`src/rtl/uart_fifo_pkg.sv`:
```
// uart_fifo_pkg: shared pointer widths, FIFO depth formula and Gray/binary conversions for the UART FIFO.
package uart_fifo_pkg;
  localparam int PTR_WIDTH_DEF = 4;
  localparam int DATA_WIDTH_DEF = 8;
  localparam int MAX_PTR_WIDTH = 32;
  typedef logic [MAX_PTR_WIDTH-1:0] ptr_t;
  function automatic int fifo_depth(input int ptr_width);
    return 1 << (ptr_width - 1);
  endfunction
  function automatic ptr_t bin2gray(input ptr_t b);
    return b ^ (b >> 1);
  endfunction
  // Zero-extended inputs keep the upper result bits zero, so callers may truncate freely.
  function automatic ptr_t gray2bin(input ptr_t g);
    ptr_t b;
    for (int i = 0; i < MAX_PTR_WIDTH; i++) b[i] = ^(g >> i);
    return b;
  endfunction
endpackage

```
`src/rtl/uart_fifo_sync.sv`:
```
// uart_fifo_sync: 2-FF synchroniser with async active-low reset, shared by both FIFO domains.
module uart_fifo_sync #(
  parameter int WIDTH = 4
) (
  input  logic             clk_i,
  input  logic             rst_n_i,
  input  logic [WIDTH-1:0] d_i,
  output logic [WIDTH-1:0] q_o
);
  logic [WIDTH-1:0] s1_q;
  always_ff @(posedge clk_i or negedge rst_n_i)
    if (!rst_n_i) begin
      s1_q <= '0;
      q_o  <= '0;
    end else begin
      s1_q <= d_i;
      q_o  <= s1_q;
    end
endmodule

```
`src/rtl/uart_fifo_wr_ctrl.sv`:
```
// uart_fifo_wr_ctrl: UART TX FIFO write front end (skid buffer, exact occupancy gate, pointer conversion).
// Define UART_FIFO_WR_LEVEL_EN to add the registered o_wrc_level / o_wrc_afull outputs.
module uart_fifo_wr_ctrl
  import uart_fifo_pkg::*;
#(
  parameter int PTR_WIDTH  = PTR_WIDTH_DEF,
  parameter int DATA_WIDTH = DATA_WIDTH_DEF
) (
  input  logic                  i_fifo_wr_clk,
  input  logic                  i_fifo_wr_rst_n,
  input  logic                  i_wrc_valid,
  input  logic [DATA_WIDTH-1:0] i_wrc_data,
  output logic                  o_wrc_ready,
  input  logic [PTR_WIDTH-1:0]  i_wrc_wptr,
  input  logic [PTR_WIDTH-1:0]  i_wrc_rptr_gray,
  input  logic                  i_wrc_full,
  output logic                  o_wrc_winc,
  output logic [DATA_WIDTH-1:0] o_wrc_wdata,
  output logic [PTR_WIDTH-1:0]  o_wrc_wptr_conv,
  output logic [PTR_WIDTH-1:0]  o_wrc_rptr_conv,
`ifdef UART_FIFO_WR_LEVEL_EN
  output logic [PTR_WIDTH-1:0]  o_wrc_level,
  output logic                  o_wrc_afull,
`endif
  output logic                  o_wrc_err,
  input  logic                  i_wrc_err_clr
);
  localparam logic [PTR_WIDTH-1:0] DEPTH_P = PTR_WIDTH'(fifo_depth(PTR_WIDTH));
  logic [DATA_WIDTH-1:0] mem_q [2];
  logic                  head_q, tail_q, ready_q, err_q;
  logic                  head_d, tail_d, ready_d, err_d;
  logic [1:0]            count_q, count_d;
  logic [PTR_WIDTH-1:0]  wptr_conv_q, wptr_conv_d, rptr_bin, used;
  logic                  push, pop, allowed;
  uart_fifo_sync #(.WIDTH(PTR_WIDTH)) u_rptr_sync (
    .clk_i  (i_fifo_wr_clk),
    .rst_n_i(i_fifo_wr_rst_n),
    .d_i    (i_wrc_rptr_gray),
    .q_o    (o_wrc_rptr_conv)
  );
  // The synchronised rptr can only be stale-low, so this occupancy is never optimistic.
  assign rptr_bin    = PTR_WIDTH'(gray2bin(ptr_t'(o_wrc_rptr_conv)));
  assign used        = i_wrc_wptr - rptr_bin;
  assign allowed     = used < DEPTH_P;
  assign push        = i_wrc_valid && ready_q;
  assign pop         = o_wrc_winc;
  assign o_wrc_winc  = (count_q != 2'd0) && allowed;
  assign o_wrc_wdata = mem_q[head_q];
  assign o_wrc_ready = ready_q;
  assign o_wrc_wptr_conv = wptr_conv_q;
  assign o_wrc_err   = err_q;
  always_comb begin
    count_d     = count_q + 2'(push) - 2'(pop);
    ready_d     = count_d != 2'd2;
    head_d      = head_q ^ pop;
    tail_d      = tail_q ^ push;
    wptr_conv_d = PTR_WIDTH'(bin2gray(ptr_t'(i_wrc_wptr)));
    err_d       = i_wrc_err_clr ? 1'b0 : (o_wrc_winc && i_wrc_full) ? 1'b1 : err_q;
  end
  always_ff @(posedge i_fifo_wr_clk or negedge i_fifo_wr_rst_n)
    if (!i_fifo_wr_rst_n) begin
      mem_q[0]    <= '0;
      mem_q[1]    <= '0;
      head_q      <= 1'b0;
      tail_q      <= 1'b0;
      count_q     <= 2'd0;
      ready_q     <= 1'b1;
      wptr_conv_q <= '0;
      err_q       <= 1'b0;
    end else begin
      if (push) mem_q[tail_q] <= i_wrc_data;
      head_q      <= head_d;
      tail_q      <= tail_d;
      count_q     <= count_d;
      ready_q     <= ready_d;
      wptr_conv_q <= wptr_conv_d;
      err_q       <= err_d;
    end
`ifdef UART_FIFO_WR_LEVEL_EN
  localparam logic [PTR_WIDTH-1:0] AFULL_TH = DEPTH_P - PTR_WIDTH'(1);
  logic [PTR_WIDTH-1:0] level_q;
  logic                 afull_q;
  always_ff @(posedge i_fifo_wr_clk or negedge i_fifo_wr_rst_n)
    if (!i_fifo_wr_rst_n) begin
      level_q <= '0;
      afull_q <= 1'b0;
    end else begin
      level_q <= used;
      afull_q <= used >= AFULL_TH;
    end
  assign o_wrc_level = level_q;
  assign o_wrc_afull = afull_q;
`endif
endmodule

```
`config.mk`:
```
export PLATFORM = sky130hd
export DESIGN_NAME = uart_fifo_wr_ctrl
export DESIGN_NICKNAME = d
export VERILOG_FILES = /design/src/rtl/uart_fifo_pkg.sv /design/src/rtl/uart_fifo_sync.sv /design/src/rtl/uart_fifo_wr_ctrl.sv
export SDC_FILE = /design/constraint.sdc
export NUM_CORES = 1
export LEC_CHECK = 0
export CAP_MARGIN = 0
export CORE_MARGIN = 3
export CORE_UTILIZATION = 47
export DETAILED_ROUTE_END_ITERATION = 10
export GPL_TIMING_DRIVEN = 1
export PLACE_DENSITY_LB_ADDON = 0.3
export SLEW_MARGIN = 20
export SYNTH_ARGS = -nofsm -noshare
export SYNTH_HDL_FRONTEND = slang
export SYNTH_SLANG_ARGS = --single-unit
export TNS_END_PERCENT = 1
```
`constraint.sdc`:
```
create_clock -name i_fifo_wr_clk -period 3.4 [get_ports i_fifo_wr_clk]
set_clock_uncertainty 0.05 [all_clocks]
set_input_delay 0.68 -clock i_fifo_wr_clk [delete_from_list [all_inputs] [get_ports i_fifo_wr_clk]]
set_output_delay 0.68 -clock i_fifo_wr_clk [all_outputs]
set_load 0.01 [all_outputs]
```
==> results, run 1 <==
- The H-tree was split into 2 levels.
- The share of total power dissipated in sequential elements is 40.1%.
- In the final design database the tool counted 172 nets.
- The mean post-synth cell area is 14.9 sq um.
- The overall die height is 61.2 microns.
- After synthesis the netlist holds a flip-flop and latch count of 34.
- The run finished with clean final reports.
- TritonCTS created 5 clock buffers.
- Net switching is 29.4% of the power.
- The count of buffers added on input and output ports is 39.
- The global-route wire length before repair is 4620 microns.
- The multiplexer share of the synthesized area is 18.9%.
- The post-route netlist has 30.8% of its cells at a drive strength greater than 1.
- The floorplan row count is 19.
- The final setup slack of the worst path is 0.0757 ns.
- The analysis attributes to cell leakage a power of 0.865 nW.
- The number of different library cells in the post-synthesis netlist is 21.
- The pin count of the biggest net entering global routing is 35.
- The number of warnings printed during yosys synthesis is 0.
- The clock insertion delay at the later pin of the skew report is 0.33 ns.
- The startpoint kind of the worst setup timing path is a primary input.
- The smallest clock period supported by the final layout is computed as 3.32 ns.
- In this run the power density over the cells is 806 nW/um^2.
- From synthesis to final layout, the design area changed by 39.0%.
- The combinational family with the most area after synthesis is multiplexers.
- After detailed routing, the average wire length per cell comes to 16.0 microns.
- From left edge to right edge, the die measures 61.2 microns.
- Summing all flip-flop and latch instances after layout gives 852 sq um.
- The number of buffers inserted by post-CTS setup repair is 0.
- The slew at the pin closest to its max-slew limit is 0.480 ns.
- Of the total synthesized cell area, the portion taken by full adders, half adders and majority gates is 5.24%.
- Ranked by instance count, the synthesized netlist is headed by dfrtp_1, mux2_2, ha_1, inv_1.
- The initial utilization of the core area, before any placement, comes to 50.6%.
- The maximum buffer depth of the clock tree is 2.
- The synthesized netlist occupies a cell area of 1430 sq um.
- The clock network accounts for 17.4% of the total power.
- OpenSTA, run right after detailed placement, puts the worst setup slack at -0.255 ns.
- The tightest hold margin is 0.306 ns.
- The diode insertion count for antenna repair is 0.
- Counting every net in the synthesized netlist gives 123.
- 40 I/O pins were placed.
- By area the synthesized netlist is led by dfrtp_1, mux2_2, ha_1.
- Summing the areas of all xor and xnor instances in the mapped netlist gives 7.25% of the synthesized area.
- The most used standard cell by instance count after synthesis is dfrtp_1.
- The register area share after synthesis is 59.5%.
- The top cell type by total area after synthesis is dfrtp_1.
- Once the clock tree was built, the resizer swapped 3 gates to a different size.
- The synthesized netlist devotes 4.19% of its cell area to compound gates.
- The required time of the critical path is 2.67 ns.
- The number of enable flip-flop cells after synthesis is 0.
- The number of hold buffers added after CTS was 0.
- TritonCTS built the clock tree.
- The maximum vdd drop is 585 uV.
- The min-delay analysis places its worst path in the category flip-flop to flip-flop.
- The length of the first detailed-routing pass in iterations is 2.
- For this block, the initial DRC count from the detailed router was 28.
- Counting the fill cells in the layout gives 207.
- The cell chosen for the clock root is clkbuf_4.
- The via count of the first global-routing pass came to 990.
- For this design the total switching power over the nets is 0.472 mW.
- The core area is 2830 sq um.
- The largest driver fanout on the critical path is 4.
- Among all flip-flop cells after synthesis, the most frequent one is dfrtp_1.
- Of the post-synthesis cell area, the dominant cell type holds 57.6%.
- The endpoint kind of the worst setup timing path is a primary output.
- The residual overflow from global routing is 0.
- The max-cap violation count is 0.
- The count of cells along the worst register-to-register path is 15.
- Along the worst hold path, the cell count comes to 0.
- The overall via count from detail_route is 921.
- The CTS clock-pin slew for the worst setup and hold paths is 0.09 ns.
- Internal power comes to 1.13 mW.
- The worst setup path is of the primary input to primary output kind.
- The worst slew margin relative to its limit is 67.8%.
- STA puts the critical path data arrival time at 2.59 ns.
- The final setup violation count is 0.
- Of the total synthesized cell area, the portion taken by AND, OR, NAND and NOR gates is 2.62%.
- The count of pins over their slew limit is 0.
- The initial antenna violation count is 0.
- At the end of the flow the core is filled with cells to 70.4%.
- The hold violation count in the final report is 0.
- The detailed-placement wirelength estimate is 2060 microns.
- Synthesis produced a netlist whose cell count is 96.
- The aggregate global-route resource usage is 17.8%.
- The clock net sink count is 34.
- The post-route fraction of the period consumed by the critical path is 97.8%.
- The share of synthesized registers carrying an async set or reset is 100%.
- Setup repair after global routing left no endpoint under its margin.
- The area taken by multi-input logic gates is 568 sq um.
- The die covers 3750 sq um.
- The highest clock rate is 301 MHz.
- After detailed routing, the number of remaining DRC violations is 0.
- In the routed layout, each cell is associated on average with a via count of 5.20.
- The final routed wirelength across all metal layers is 2840 microns.
- Per report_power, the combinational group accounts for 42.5% of the total.
- The final estimated routing congestion in global placement is 0.655.
- In this run the remaining antenna-violating nets after routing total 0.
registers in the layout, summed over array words and instances (netlist names):
signal            flops
mem_q                16
u_rptr_sync.q_o       4
tail_q                1
u_rptr_sync.s1_q      4
o_wrc_err             1
o_wrc_wptr_conv       4
head_q                1
count_q               2
o_wrc_ready           1
cell type report:
class | count | share of cell area, %
Clock buffer | 7 | 2.26
Clock inverter | 1 | 1.51
Inverter | 6 | 1.13
Multi-Input combinational cell | 53 | 28.5
Sequential cell | 34 | 42.8
Tap cell | 31 | 1.95
Timing Repair Buffer | 45 | 21.8
per-layer routing:
metal	global-route usage, %	vias up	routed length, microns
li1	-	426	-
met1	19.6	462	1080
met2	31.6	24	1570
met3	6.29	9	129
met4	6.50	0	55
met5	0	-	0
power by group through the flow:
stage	clock [mW]	sequential [mW]	combinational, mW
after detailed placement	0	0.652	0.683
after global placement	0	0.635	0.654
final	0.279	0.643	0.682
after global routing	0.306	0.662	0.754
after floorplan	0	0.613	0.409
after CTS	0.290	0.646	0.693
path summary, 6_finish.rpt:
check,endpoint,startpoint,slack (ns)
min in group asynchronous,o_wrc_wptr_conv[2],i_fifo_wr_rst_n,0.69
max in group asynchronous,o_wrc_ready,i_fifo_wr_rst_n,2.29
hold reg to reg,u_rptr_sync.q_o[3],u_rptr_sync.s1_q[3],0.31
setup reg to reg,o_wrc_ready,u_rptr_sync.q_o[3],0.33
setup / recovery,o_wrc_winc,i_wrc_wptr[2],0.08
hold / removal,u_rptr_sync.q_o[3],u_rptr_sync.s1_q[3],0.31
cell usage in the layout, fill, tap and decap left out, drive strengths merged:
| master | n |
|---|---|
| mux2 | 24 |
| a21o | 1 |
| buf | 6 |
| a211oi | 1 |
| nand2b | 1 |
| a31oi | 1 |
| nand4 | 1 |
| a22o | 1 |
| inv | 6 |
| dfstp | 1 |
| clkbuf | 7 |
| nor2 | 1 |
| ha | 6 |
| a21oi | 1 |
| xor2 | 6 |
| a31o | 1 |
| bufinv | 1 |
| or4 | 1 |
| clkdlybuf4s50 | 38 |
| dlygate4sd2 | 1 |
| dfrtp | 33 |
| nand2 | 1 |
| xnor2 | 5 |
| nor2b | 1 |
stage by stage:
step	setup TNS [ns]	instance area [sq um]	total power, mW	std cells
6_report	0	1990	1.60	177
5_1_grt	0	1990	1.72	177
4_1_cts	0	1990	1.63	177
3_5_place_dp	-0.555	1900	1.33	169
3_3_place_gp	-0.248	1900	1.29	169
2_1_floorplan	0	1430	1.02	96
cells by family (layout without fill, tap and decap cells):
logic type,count (synthesis),count (layout)
fa+ha+maj,6,6
mux,24,24
buf+inv,9,59
compound gates,6,6
simple gates,6,6
xor+xnor,11,11
flops,34,34
worst max-delay path, stage by stage:
cell and delay (ns):
clkdlybuf4s50_1 0.54, ha_4 0.24, a21o_2 0.21, or4_4 0.50
a31oi_4 0.15, dlygate4sd2_1 0.28
Note: power is estimated with default switching activity, not from simulation.
==> run 2: changes to the inputs <==
--- a/config.mk
+++ b/config.mk
@@ -11,6 +11,7 @@
 export DETAILED_ROUTE_END_ITERATION = 10
 export GPL_TIMING_DRIVEN = 1
 export PLACE_DENSITY_LB_ADDON = 0.3
+export SKIP_CTS_REPAIR_TIMING = 1
 export SLEW_MARGIN = 20
 export SYNTH_ARGS = -nofsm -noshare
 export SYNTH_HDL_FRONTEND = slang
==> results, run 2 (synthesized netlist as in run 1, its figures left out) <==
- Result of the run: finished, final reports clean (unchanged).
- The count of cells along the worst register-to-register path is 15 (unchanged).
- The CTS clock-pin slew for the worst setup and hold paths came to 0.09 ns (about the same).
- The met3 layer wire length in the routed design came to 137 microns (was 129 microns).
- The number of design-rule violations left by the first detailed-router iteration came to 32 (was 28).
- The reg-to-reg critical path endpoint is o_wrc_ready (unchanged).
- The pin count of the biggest net entering global routing is 35 (unchanged).
- The register name with the most flops is mem_q (unchanged).
- The most common library cell in the layout ignoring fill and taps was clkdlybuf4s50_1 (unchanged).
- The worst hold path class is flip-flop to flip-flop (unchanged).
- The floorplan row count is 19 (unchanged).
- The number of buffers created by CTS is 5 (unchanged).
- The maximum buffer depth of the clock tree is 2 (unchanged).
- The post-route fraction of the period consumed by the critical path is 95.8% (was 97.8%).
- The amount of wire on met2 after detailed routing came to 1550 microns (was 1570 microns).
- The die width is 61.2 microns (unchanged).
- The sequential standard cell area is 852 sq um (unchanged).
- The overall via count from detail_route is 928 (was 921).
- The initial antenna violation count is 0 (unchanged).
- The layout-stage area growth over the synthesis result is 39.0% (unchanged).
- The slew at the pin closest to its max-slew limit is 0.428 ns (was 0.480 ns).
- The length of the first detailed-routing pass in iterations is 4 (was 2).
- The core area was 2830 sq um (unchanged).
- The aggregate global-route resource usage is 17.6% (was 17.8%).
- The met1 layer wirelength in the final routing is 1110 microns (was 1080 microns).
- The worst slew margin relative to its limit was 71.3% (was 67.8%).
- The launch instance of the worst register-to-register path was u_rptr_sync.q_o[2] (was u_rptr_sync.q_o[3]).
- The startpoint kind of the worst setup timing path is a primary input (unchanged).
- The CTS tree was yes (unchanged).
- The H-tree depth reported by CTS is 2 (unchanged).
- The final estimated routing congestion in global placement is 0.655 (unchanged).
- The clock net sink count is 34 (unchanged).
- The area taken by multi-input logic gates is 564 sq um (was 568 sq um).
- The worst-case register-to-register setup slack came to 0.29 ns (was 0.33 ns).
- The final setup violation count is 0 (unchanged).
- The number of vias per cell is 5.24 (was 5.20).
- The total I/O pin count is 40 (unchanged).
- The endpoint kind of the worst setup timing path is a primary output (unchanged).
- The cell count of the worst hold path is 0 (unchanged).
- The area of the die was 3750 sq um (unchanged).
- The tightest hold margin came to 0.306 ns (about the same).
- The final critical path time including I/O delays and setup is 3.26 ns (was 3.32 ns).
- The maximum vdd drop is 582 uV (was 585 uV).
- The power per standard cell area is 806 nW/um^2 (about the same).
- The post-route DRC violation count is 0 (unchanged).
- The highest clock rate is 307 MHz (was 301 MHz).
- The largest driver fanout on the critical path is 4 (unchanged).
- The total power draw is 1.60 mW (about the same).
- The initial standard-cell utilization of the core is 50.6% (unchanged).
- The number of buffers inserted by port buffering is 39 (unchanged).
- The fraction of layout instances using a drive strength above 1 is 30.1% (was 30.8%).
- The required time of the critical path is 2.67 ns (about the same).
- The residual overflow from global routing came to 0 (unchanged).
- The end point of the most critical hold path is u_rptr_sync.q_o[3] (unchanged).
- The highest layer used for signal routing was met4 (unchanged).
- The arrival time of data at the critical path endpoint is 2.53 ns (was 2.59 ns).
- The remaining number of nets flagged by the antenna check after routing was 0 (unchanged).
- The static power due to leakage is 0.874 nW (was 0.865 nW).
- The cell chosen for the clock root is clkbuf_4 (unchanged).
- The flip-flop count of the largest register, all copies and words added is 16 (unchanged).
- The number of nets in the layout is 172 (unchanged).
- The worst min-delay path startpoint is u_rptr_sync.s1_q[3] (unchanged).
- The detailed-placement wirelength estimate is 2060 microns (unchanged).
- Leading cell types in the layout, fill and taps excluded: clkdlybuf4s50_1, dfrtp_1, mux2_2 (unchanged).
- The start-to-end type of the worst setup path is primary input to primary output (unchanged).
- The global-route wire length before repair is 4570 microns (was 4620 microns).
- The max-cap violation count is 0 (unchanged).
- The final routed wirelength across all metal layers is 2840 microns (about the same).
- The hold violation count in the final report is 0 (unchanged).
- The clock insertion delay at the later pin of the skew report came to 0.33 ns (about the same).
- The final routed wire length divided by cell count is 16.1 microns (was 16.0 microns).
- The overall die height is 61.2 microns (unchanged).
- Unrepaired setup endpoints after global routing: false (unchanged).
- The number of fillers in the final layout is 206 (was 207).
- The via count of the first global-routing pass is 987 (was 990).
- The count of pins over their slew limit was 0 (unchanged).
- The diode insertion count for antenna repair came to 0 (unchanged).
==> run 2: layer usage <==
layer / track usage (%) / up-vias
li1: - / 424
met1: 19.3 / 471
met2: 31.0 / 26
met3: 6.29 / 7
met4: 6.50 / 0
met5: 0 / -
==> run 2: cell type report <==
class	count	area share, %
sequential	34	42.8
multi-input combinational	53	28.3
timing repair buffer	45	22.0
clock buffer	7	2.26
tap	31	1.95
clock inverter	1	1.51
inverter	6	1.13
==> run 2: where the power goes <==
| part | total, mW | switching (mW) | internal, mW |
|---|---|---|---|
| Combinational | 0.682 | 0.254 | 0.428 |
| Sequential | 0.643 | 0.0925 | 0.551 |
| Clock | 0.280 | 0.124 | 0.156 |
==> run 2: worst max-delay path by stage <==
stage	from	end	slack, ns	cells after the start
floorplan	u_rptr_sync.q_o[3]	o_wrc_ready	0.52	12
global placement	i_wrc_wptr[2]	o_wrc_winc	-0.18	6
detailed placement	i_wrc_wptr[2]	o_wrc_winc	-0.26	8
CTS	i_wrc_wptr[2]	o_wrc_winc	-0.26	8
global route	i_wrc_wptr[2]	o_wrc_ready	0.06	14
finish	i_wrc_wptr[2]	o_wrc_winc	0.14	8
==> run 2: worst max-delay path: stages <==
cell,delay (ns)
clkdlybuf4s50_1,0.53
ha_4,0.24
a21o_2,0.20
buf_4,0.14
a31o_2,0.21
a21oi_1,0.23
a31oi_4,0.11
dlymetal6s2s_1,0.18
==> run 2: stage by stage <==
| stage | setup TNS, ns | worst slack (ns) | instance area (sq um) | utilization (%) | instances |
|---|---|---|---|---|---|
| after floorplan | 0 | 0.524 | 1430 | - | 96 |
| after detailed placement | -0.555 | -0.255 | 1900 | 67.0 | 169 |
| final | 0 | 0.144 | 1990 | 70.4 | 177 |
| after global routing | 0 | 0.0636 | 1990 | 70.4 | 177 |
| after global placement | -0.248 | -0.176 | 1900 | 67.0 | 169 |
| after CTS | -0.262 | -0.262 | 1970 | 69.7 | 177 |
==> run 3: changes to the inputs <==
--- a/config.mk
+++ b/config.mk
@@ -5,8 +5,9 @@
 export SDC_FILE = /design/constraint.sdc
 export NUM_CORES = 1
 export LEC_CHECK = 0
-export CAP_MARGIN = 0
-export CORE_MARGIN = 3
+export ABC_AREA = 1
+export CAP_MARGIN = 5
+export CORE_MARGIN = 8
 export CORE_UTILIZATION = 47
 export DETAILED_ROUTE_END_ITERATION = 10
 export GPL_TIMING_DRIVEN = 1
==> results, run 3 <==
- The overall via count from detail_route came to 1049 (was 928).
- The fraction of layout instances using a drive strength above 1 came to 17.5% (was 30.1%).
- The tightest hold margin is 0.306 ns (about the same).
- The length of the first detailed-routing pass in iterations is 4 (unchanged).
- The switching part of the total power is 32.9% (was 29.3%).
- The register name with the most flops is mem_q (unchanged).
- The most used standard cell by instance count after synthesis was dfrtp_1 (unchanged).
- The final setup violation count was 0 (unchanged).
- The number of different library cells in the post-synthesis netlist was 21 (unchanged).
- The CTS tree was yes (unchanged).
- The via count of the first global-routing pass is 1095 (was 987).
- The most common library cell in the layout ignoring fill and taps is clkdlybuf4s50_1 (unchanged).
- The synthesized netlist net count was 170 (was 123).
- The number of nets in the layout is 215 (was 172).
- The slew at the pin closest to its max-slew limit is 0.492 ns (was 0.428 ns).
- The global-route wire length before repair is 4930 microns (was 4570 microns).
- The number of buffers created by CTS is 5 (unchanged).
- The total power draw is 1.46 mW (was 1.60 mW).
- The number of fillers in the final layout is 279 (was 206).
- The endpoint kind of the worst setup timing path is a primary output (unchanged).
- The top cell type by total area after synthesis was dfrtp_1 (unchanged).
- The clock net sink count was 34 (unchanged).
- The share of total power in sequential cells came to 43.1% (was 40.1%).
- The share of total power in combinational logic was 41.5% (was 42.5%).
- The remaining number of nets flagged by the antenna check after routing is 0 (unchanged).
- The final setup slack of the worst path is 0.477 ns (was 0.144 ns).
- The post-route fraction of the period consumed by the critical path was 86.0% (was 95.8%).
- The final routed wirelength across all metal layers was 2790 microns (was 2840 microns).
- The final estimated routing congestion in global placement is 0.806 (was 0.655).
- The final critical path time including I/O delays and setup is 2.92 ns (was 3.26 ns).
- The die width came to 72.6 microns (was 61.2 microns).
- The worst slew margin relative to its limit is 67.2% (was 71.3%).
- The area of the die is 5270 sq um (was 3750 sq um).
- The hold violation count in the final report came to 0 (unchanged).
- The pre-CTS setup slack is 0.0925 ns (was -0.255 ns).
- The final instance count without filler cells is 233 (was 177).
- The residual overflow from global routing was 0 (unchanged).
- The layout-stage area growth over the synthesis result was 33.4% (was 39.0%).
- The final standard cell utilization of the core is 65.7% (was 70.4%).
- The count of mapped cells out of synthesis was 143 (was 96).
- The startpoint kind of the worst setup timing path is a primary input (unchanged).
- The CTS clock-pin slew for the worst setup and hold paths is 0.09 ns (about the same).
- The start-to-end type of the worst setup path is primary input to primary output (unchanged).
- Dominant cells by area after synthesis: dfrtp_1, nand2_1, mux2_2 (was dfrtp_1, mux2_2, ha_1).
- The area taken by multi-input logic gates is 548 sq um (was 564 sq um).
- The arrival time of data at the critical path endpoint came to 2.19 ns (was 2.53 ns).
- The final routed wire length divided by cell count is 12.0 microns (was 16.1 microns).
- The max-cap violation count was 0 (unchanged).
- The power per standard cell area is 726 nW/um^2 (was 806 nW/um^2).
- The number of design-rule violations left by the first detailed-router iteration came to 47 (was 32).
- The number of vias per cell is 4.50 (was 5.24).
- Leading cell types in the layout, fill and taps excluded: clkdlybuf4s50_1, dfrtp_1, nand2_1 (was clkdlybuf4s50_1, dfrtp_1, mux2_2).
- The aggregate global-route resource usage is 12.0% (was 17.6%).
- Result of the run: finished, final reports clean (unchanged).
- The post-route setup TNS is 0 ns (unchanged).
- The highest clock rate is 342 MHz (was 307 MHz).
- The pin count of the biggest net entering global routing came to 35 (unchanged).
- The count of pins over their slew limit is 0 (unchanged).
- The mapped cell area is 1500 sq um (was 1430 sq um).
- The part of the total power dissipated in the clock network came to 15.4% (was 17.4%).
- The required time of the critical path is 2.67 ns (about the same).
- The maximum buffer depth of the clock tree is 2 (unchanged).
- The number of enable flip-flop cells after synthesis was 0 (unchanged).
- The floorplan row count is 20 (was 19).
- The sequential standard cell area was 852 sq um (unchanged).
- The diode insertion count for antenna repair is 0 (unchanged).
- The design area came to 2010 sq um (was 1990 sq um).
- Most used standard cells in the synthesized netlist: dfrtp_1, nand2_1, inv_1 (was dfrtp_1, mux2_2, ha_1, inv_1).
- The detailed-placement wirelength estimate is 2220 microns (was 2060 microns).
- The cell chosen for the clock root is clkbuf_4 (unchanged).
- The post-route DRC violation count is 0 (unchanged).
- Unrepaired setup endpoints after global routing: false (unchanged).
- The flip-flop and latch count after synthesis is 34 (unchanged).
- The worst hold path class was flip-flop to flip-flop (unchanged).
- The flip-flop count of the largest register, all copies and words added came to 16 (unchanged).
- The most used flip-flop cell after synthesis is dfrtp_1 (unchanged).
- The largest driver fanout on the critical path is 2 (was 4).
- The overall die height is 72.6 microns (was 61.2 microns).
- The initial standard-cell utilization of the core is 49.3% (was 50.6%).
- The initial antenna violation count is 0 (unchanged).
- The mean post-synth cell area is 10.5 sq um (was 14.9 sq um).
- The post-detailed-placement cell area was 1940 sq um (was 1900 sq um).
- The power spent charging and discharging nets was 0.478 mW (was 0.470 mW).
- The core area is 3050 sq um (was 2830 sq um).
- The maximum vdd drop came to 440 uV (was 582 uV).
- The static power due to leakage is 0.961 nW (was 0.874 nW).
- The register area share after synthesis is 56.7% (was 59.5%).
- The number of buffers inserted by port buffering is 39 (unchanged).
- The total I/O pin count is 40 (unchanged).
- The clock insertion delay at the later pin of the skew report is 0.31 ns (was 0.33 ns).
- The number of warnings printed during yosys synthesis was 0 (unchanged).
- The fraction of synthesized cell area taken by the top area cell type is 54.9% (was 57.6%).
- The share of synthesized registers carrying an async set or reset is 100% (unchanged).
- The placed cell count was 225 (was 169).
- The H-tree depth reported by CTS is 2 (unchanged).
- The internal power contribution is 0.978 mW (was 1.13 mW).
run 3: cell type report:
class,instances,share of cell area (%)
sequential,34,42.5
multi-input combinational,84,27.3
timing repair buffer,41,20.3
inverter,22,4.12
clock buffer,7,2.74
tap,44,2.74
clock inverter,1,0.250
run 3: path summary, 6_finish.rpt:
kind / slack [ns] / endpoint / startpoint / cells past startpoint
max reg2reg: 0.95 / o_wrc_ready / u_rptr_sync.q_o[3] / 17
max in group asynchronous: 2.26 / o_wrc_ready / i_fifo_wr_rst_n / 2
min reg2reg: 0.31 / u_rptr_sync.q_o[3] / u_rptr_sync.s1_q[3] / 0
min: 0.31 / u_rptr_sync.q_o[3] / u_rptr_sync.s1_q[3] / 0
min in group asynchronous: 0.69 / o_wrc_wptr_conv[1] / i_fifo_wr_rst_n / 2
max: 0.48 / o_wrc_winc / i_wrc_wptr[2] / 11
run 3: critical path, cell delays in order:
cell and delay (ns):
clkdlybuf4s50_1 0.43, ha_1 0.35, nand2_1 0.08, inv_1 0.05, nand2_2 0.08, nand2_2 0.05
nand2_2 0.06, and2_4 0.14, nand2_2 0.04, inv_1 0.07, dlymetal6s2s_1 0.17
run 3: power groups by stage:
stage               combinational, mW  clock (mW)  sequential, mW
floorplan                       0.368           0           0.611
global placement                0.600           0           0.627
detailed placement              0.617           0           0.638
CTS                             0.621       0.235           0.630
global route                    0.693       0.248           0.648
finish                          0.604       0.224           0.628
run 3: cells by family (layout without fill, tap and decap cells):
family                     Yosys count  count (layout)  synth area share (%)
and+or+nand+nor                     45              45                  14.6
DFF                                 34              34                  56.7
buffers and inverters               25              71                  6.91
AOI/OAI and AO/OA                   18              18                  6.74
muxes                                8               8                  5.99
xor gates and xnor gates             7               7                  4.08
adders and majority gates            6               6                  4.99
run 3: metal layers:
layer  routed length [microns]  global-route usage, %  part of all wire (%)
met2                      1410                   19.8                    50
met4                        25                   5.33                  0.90
met5                         0                      0                     0
met3                       227                   5.37                   8.1
met1                      1130                   12.9                    41
